[src/rtl/spi_slave_top.sv]
// SPI slave with a four-register CPU interface (control, status, TX, RX).
// All SPI pins are resynchronised to clk; single-byte TX/RX buffers with under/overrun flags.
module spi_slave_top #(
    parameter int ADDR_LSB          = 0,
    parameter int OPT_MEM_ADDR_BITS = 1
) (
    input  logic       clk,
    input  logic       reset_n,
    input  logic [7:0] addr,
    input  logic [7:0] din,
    output logic [7:0] dout,
    input  logic       wr_en,
    input  logic       rd_en,
    input  logic       sclk,
    input  logic       mosi,
    input  logic       ss_n,
    output logic       miso,
    output logic       miso_oe,
    output logic       irq
);
    localparam int SELW = OPT_MEM_ADDR_BITS + 1;
    localparam logic [SELW-1:0] SEL_CON  = SELW'(0);
    localparam logic [SELW-1:0] SEL_STAT = SELW'(1);
    localparam logic [SELW-1:0] SEL_TX   = SELW'(2);
    localparam logic [SELW-1:0] SEL_RX   = SELW'(3);

    logic r_sclk_meta, r_sclk_sync, r_sclk_prev;
    logic r_mosi_meta, r_mosi_sync;
    logic r_ss_meta, r_ss_sync, r_ss_prev;

    logic       r_en, r_cpol, r_cpha, r_irq_en;
    logic       r_rx_full, r_tx_full, r_overrun, r_underrun;
    logic [7:0] r_txbuf, r_rxdata, r_tx_sh, r_dout;
    logic [6:0] r_rx_sh;
    logic [2:0] r_cnt;
    logic       r_irq;

    logic [SELW-1:0] w_sel;
    logic w_rd, w_wr, w_rd_rx, w_active, w_lead, w_trail;
    logic w_sample, w_shift, w_start, w_load, w_done;
    logic [7:0] w_rx_byte;
    logic w_unused;

    assign w_sel    = addr[ADDR_LSB+OPT_MEM_ADDR_BITS:ADDR_LSB];
    assign w_unused = &{1'b0, addr};
    assign w_wr     = wr_en;
    assign w_rd     = rd_en & ~wr_en;
    assign w_rd_rx  = w_rd && (w_sel == SEL_RX);

    assign w_active  = r_en & ~r_ss_sync;
    assign w_lead    = w_active & (r_sclk_prev == r_cpol) & (r_sclk_sync != r_cpol);
    assign w_trail   = w_active & (r_sclk_prev != r_cpol) & (r_sclk_sync == r_cpol);
    assign w_sample  = r_cpha ? w_trail : w_lead;
    assign w_shift   = r_cpha ? w_lead : w_trail;
    assign w_start   = r_en & r_ss_prev & ~r_ss_sync;
    // CPHA=0 needs the first bit on the pin before the first edge, hence the load at frame start.
    assign w_load    = (w_start & ~r_cpha) | (w_shift & (r_cnt == 3'd0));
    assign w_done    = w_sample & (r_cnt == 3'd7);
    assign w_rx_byte = {r_rx_sh, r_mosi_sync};

    always_ff @(posedge clk or negedge reset_n) begin
        if (!reset_n) begin
            r_sclk_meta <= 1'b0;
            r_sclk_sync <= 1'b0;
            r_sclk_prev <= 1'b0;
            r_mosi_meta <= 1'b0;
            r_mosi_sync <= 1'b0;
            r_ss_meta   <= 1'b1;
            r_ss_sync   <= 1'b1;
            r_ss_prev   <= 1'b1;
            r_en        <= 1'b0;
            r_cpol      <= 1'b0;
            r_cpha      <= 1'b0;
            r_irq_en    <= 1'b0;
            r_rx_full   <= 1'b0;
            r_tx_full   <= 1'b0;
            r_overrun   <= 1'b0;
            r_underrun  <= 1'b0;
            r_txbuf     <= 8'h00;
            r_rxdata    <= 8'h00;
            r_tx_sh     <= 8'hFF;
            r_rx_sh     <= 7'h00;
            r_cnt       <= 3'd0;
            r_dout      <= 8'h00;
            r_irq       <= 1'b0;
        end else begin
            r_sclk_meta <= sclk;
            r_sclk_sync <= r_sclk_meta;
            r_sclk_prev <= r_sclk_sync;
            r_mosi_meta <= mosi;
            r_mosi_sync <= r_mosi_meta;
            r_ss_meta   <= ss_n;
            r_ss_sync   <= r_ss_meta;
            r_ss_prev   <= r_ss_sync;

            if (w_rd) begin
                if (w_sel == SEL_CON)
                    r_dout <= {4'h0, r_irq_en, r_cpha, r_cpol, r_en};
                else if (w_sel == SEL_STAT)
                    r_dout <= {3'b000, w_active, r_underrun, r_overrun, r_tx_full, r_rx_full};
                else if (w_sel == SEL_TX)
                    r_dout <= r_txbuf;
                else if (w_sel == SEL_RX)
                    r_dout <= r_rxdata;
                else
                    r_dout <= 8'h00;
            end

            if (w_wr && (w_sel == SEL_CON))
                {r_irq_en, r_cpha, r_cpol, r_en} <= din[3:0];
            // Status clears are placed first so a flag raised in the same clk is not lost.
            if (w_wr && (w_sel == SEL_STAT)) begin
                if (din[2]) r_overrun  <= 1'b0;
                if (din[3]) r_underrun <= 1'b0;
            end

            if (!w_active) begin
                r_cnt <= 3'd0;
            end else if (w_sample) begin
                r_rx_sh <= w_rx_byte[6:0];
                r_cnt   <= r_cnt + 3'd1;
            end

            if (w_load) begin
                if (r_tx_full) begin
                    r_tx_sh   <= r_txbuf;
                    r_tx_full <= 1'b0;
                end else begin
                    r_tx_sh    <= 8'hFF;
                    r_underrun <= 1'b1;
                end
            end else if (w_shift) begin
                r_tx_sh <= {r_tx_sh[6:0], 1'b1};
            end

            if (w_rd_rx)
                r_rx_full <= 1'b0;
            if (w_done) begin
                if (!r_rx_full || w_rd_rx) begin
                    r_rxdata  <= w_rx_byte;
                    r_rx_full <= 1'b1;
                end else begin
                    r_overrun <= 1'b1;
                end
            end

            // A CPU write after a same-clk load leaves the new byte pending.
            if (w_wr && (w_sel == SEL_TX)) begin
                r_txbuf   <= din;
                r_tx_full <= 1'b1;
            end

            r_irq <= r_irq_en & (r_rx_full | r_overrun);
        end
    end

    assign dout    = r_dout;
    assign miso    = w_active ? r_tx_sh[7] : 1'b1;
    assign miso_oe = w_active;
    assign irq     = r_irq;
endmodule

[config.mk]
export PLATFORM = sky130hd
export DESIGN_NAME = spi_slave_top
export DESIGN_NICKNAME = d
export VERILOG_FILES = /design/src/rtl/spi_slave_top.sv
export SDC_FILE = /design/constraint.sdc
export NUM_CORES = 1
export LEC_CHECK = 0
export BUFFER_PORTS_ARGS = -buffer_cell sky130_fd_sc_hd__buf_2
export CORE_ASPECT_RATIO = 1.4
export CORE_MARGIN = 5
export CORE_UTILIZATION = 55
export CTS_CLUSTER_SIZE = 24
export DETAILED_ROUTE_END_ITERATION = 16
export PLACE_DENSITY = 0.76
export SLEW_MARGIN = 20
export SYNTH_ARGS = -nofsm -noshare
export SYNTH_HDL_FRONTEND = slang
export SYNTH_SLANG_ARGS = --single-unit
[constraint.sdc]
create_clock -name clk -period 2.4 [get_ports clk]
set_input_delay 0.24 -clock clk [delete_from_list [all_inputs] [get_ports clk]]
set_output_delay 0.24 -clock clk [all_outputs]
set_load 0.005 [all_outputs]
==> flow_metrics.tcl <==
set metrics [dict create \
    outcome "complete, no violations" \
    vdd_ir_drop_max_v 0.000412 \
    clk_pin_slew_worst_paths_ns 0.06 \
    die_w_um 68.6 \
    die_area_um2 6310 \
    yosysWarnings 0 \
    dr_total_vias 1604 \
    clock-sinks 59 \
    stdcell_area_um2 3060 \
    portBuffers 27 \
    num_antenna_cells 0 \
    cts_max_level 3 \
    synth_cell_types 35 \
    critPathMaxFanout 10 \
    wl_per_cell_um 16.7 \
    grt_pass1_vias 1793 \
    layout_commonest_cell "dfrtp_1" \
    ios 34 \
    wl_um 4900 \
    finalHoldViolations 0 \
    final_antenna_net_count 0 \
    grtUsageMet3_pct 3.91 \
    min_path_type "primary input to flip-flop" \
    seqCellArea_um2 1490 \
    grt_max_degree 36 \
    dp_hpwl_um 3730 \
    fmaxAchievable_ghz 0.538 \
    power_density_nw_per_um2 882 \
    drt_iter0_drc 77 \
    drt-vias-per-instance 5.46 \
    num_rows 29 \
    multi_input_area_um2 1080 \
    drc_errors 0 \
    crit_path_top_delay_cell "dfstp_2" \
    netlist_area_um2 2640 \
    tns_ns 0 \
    synthTopCellsByArea "dfrtp_1, mux2_2, dfstp_2, mux2i_1, mux4_2" \
    area_growth_pct 15.7 \
    grt-ovfl-total 0 \
    crit_required_ns 2.66 \
    ctsResizeCount 0 \
    insertion_delay_ns 0.33 \
    antenna_found_initial 0 \
    core_area_um2 4610 \
    synth_top_area_share_pct 45.5 \
    final_cell_count_no_fill 294 \
    synth_top_cell_by_area "dfrtp_1" \
    yosys_register_bits 59 \
    mostFrequentLayoutCells "dfrtp_1, mux2_2, buf_2" \
    grtUsageMet1_pct 22.4 \
    first_pass_iters 4 \
    worst-setup-path-type "flip-flop to flip-flop" \
    finalCritPeriodShare_pct 77.5 \
    crit_arrival_ns 2.12 \
    met2_usage_pct 29.7 \
    initial_core_util_pct 57.3 \
    busiest_layer "met2" \
    die_h_um 92.0 \
    period_minus_slack_ns 1.86 \
    ys_seq_area_share_pct 56.4 \
    cts-root-buf "clkbuf_8" \
    end_kind "flip-flop" \
    worstPathCellList "nor2b_4 -> a32oi_4 -> mux2_2 -> mux2_2" \
    fin_skew_ns 0.0105 \
    setup_viol 0 \
    cts_made_buffers 9 \
    cp-start-kind "flip-flop" \
    cts_tree "yes" \
    syn_nets 215 \
    slew_headroom_pct 51.9 \
    synth.avg_cell_area_um2 14.0 \
    max_slew.worst_pin.slew_ns 0.720 \
    drive_above_1_share_pct 43.5 \
    grtUsageTotal_pct 18.4 \
    fillers 369 \
    routabilityCongestion 0.790 \
    grt_pass1_wl_um 8600 \
    cp_common_cell "mux2_2" \
    clockBufferDepth 2 \
    cellLeakagePower_nw 1.42 \
    nNetsFinal 253 \
    placed_area_um2 2840 \
    rsz0062_at_grt "false" \
    slew_violations 0 \
    cpPeakStageDelay_ns 0.57 \
    dp_cells 276 \
    drv_cap 0 \
    syn_inst 189 \
]
-- cell usage after synthesis (all sizes together) --
cell     number
o21a          1
a32oi         1
dfstp        11
o31ai         1
or3           1
a2bb2oi       1
o311ai        1
nand3         6
inv          11
dfrtp        48
a22oi         1
o221ai        1
nor2b         2
nor2          2
nor3b         1
xnor2         1
nor4bb        2
mux4          4
nand2b        8
mux2i        12
clkbuf        1
buf           3
o21ai        12
nand3b        3
or2b          1
mux2         38
ha            3
nand2        12
-- where the power goes --
part / internal, mW / switching (mW) / total, mW / leakage [nW]
clock: 0.487 / 0.358 / 0.844 / 0.0997
combinational: 0.265 / 0.209 / 0.474 / 0.585
sequential: 1.23 / 0.141 / 1.38 / 0.732
-- kinds of logic (layout without fill, tap and decap cells) --
kind of cell | Yosys count | after routing | share of synthesized area (%)
compound gates | 19 | 19 | 6.21
xor+xnor | 1 | 1 | 0.332
fa+ha+maj | 3 | 3 | 1.42
buf+inv | 15 | 58 | 2.51
flops | 59 | 59 | 56.4
mux | 54 | 54 | 24.4
simple gates | 38 | 38 | 8.67
-- per-layer routing --
layer | vias up | part of all wire, %
met3 | 9 | 3.3
li1 | 753 | -
met1 | 818 | 40
met2 | 24 | 55
met5 | - | 0
met4 | 0 | 2.0
-- final timing paths --
kind | startpoint | endpoint | slack (ns) | cells past startpoint
worst max-delay path | r_ss_sync$_DFF_PN1_ | r_tx_sh[1]$_DFFE_PN1P_ | 0.54 | 4
worst min-delay path | sclk | r_sclk_meta$_DFF_PN0_ | 0.02 | 1
worst max register to register | r_ss_sync$_DFF_PN1_ | r_tx_sh[1]$_DFFE_PN1P_ | 0.54 | 4
worst min register to register | r_sclk_meta$_DFF_PN0_ | r_sclk_sync$_DFF_PN0_ | 0.35 | 0
max in group asynchronous | reset_n | r_ss_sync$_DFF_PN1_ | 1.57 | 3
min in group asynchronous | reset_n | dout[2]$_DFFE_PN0N_ | 0.44 | 3
-- cell type report --
cell class | instances | share of cell area, %
tap | 62 | 2.54
inverter | 11 | 1.35
multi-input combinational | 115 | 35.5
sequential | 59 | 48.8
clock inverter | 1 | 0.164
clock buffer | 15 | 6.10
timing repair buffer | 31 | 5.57
-- through the flow --
step / total power [mW] / worst slack [ns] / hold slack (ns) / utilization, %
after global routing: 2.84 / 0.416 / 0.00492 / 66.3
after global placement: 1.83 / 0.556 / 0.244 / 61.7
after detailed placement: 1.87 / 0.505 / 0.248 / 61.7
final: 2.69 / 0.540 / 0.0175 / 66.3
after floorplan: 1.69 / 0.601 / -0.0556 / -
after CTS: 2.72 / 0.497 / 0.00281 / 66.3
-- sequential cells by signal, summed over array words and instances (netlist names), 3 cells and up --
| signal | flops |
|---|---|
| r_rx_sh | 7 |
| r_rxdata | 8 |
| dout | 8 |
| r_txbuf | 8 |
| r_tx_sh | 8 |
| r_cnt | 3 |
-- critical path: cells and delay by family, from the launching register on --
kind / cells / cell delay, ns
DFF: 1 / 0.57
AOI/OAI and AO/OA: 1 / 0.48
muxes: 2 / 0.64
and+or+nand+nor: 1 / 0.09
-- what timing repair did --
item                       in CTS  in global routing
buffers inserted                0                  0
hold buffers                    2                  0
setup endpoints to repair       0                  0
hold endpoints to repair       49                  0
(Power assumes the default switching activity.)
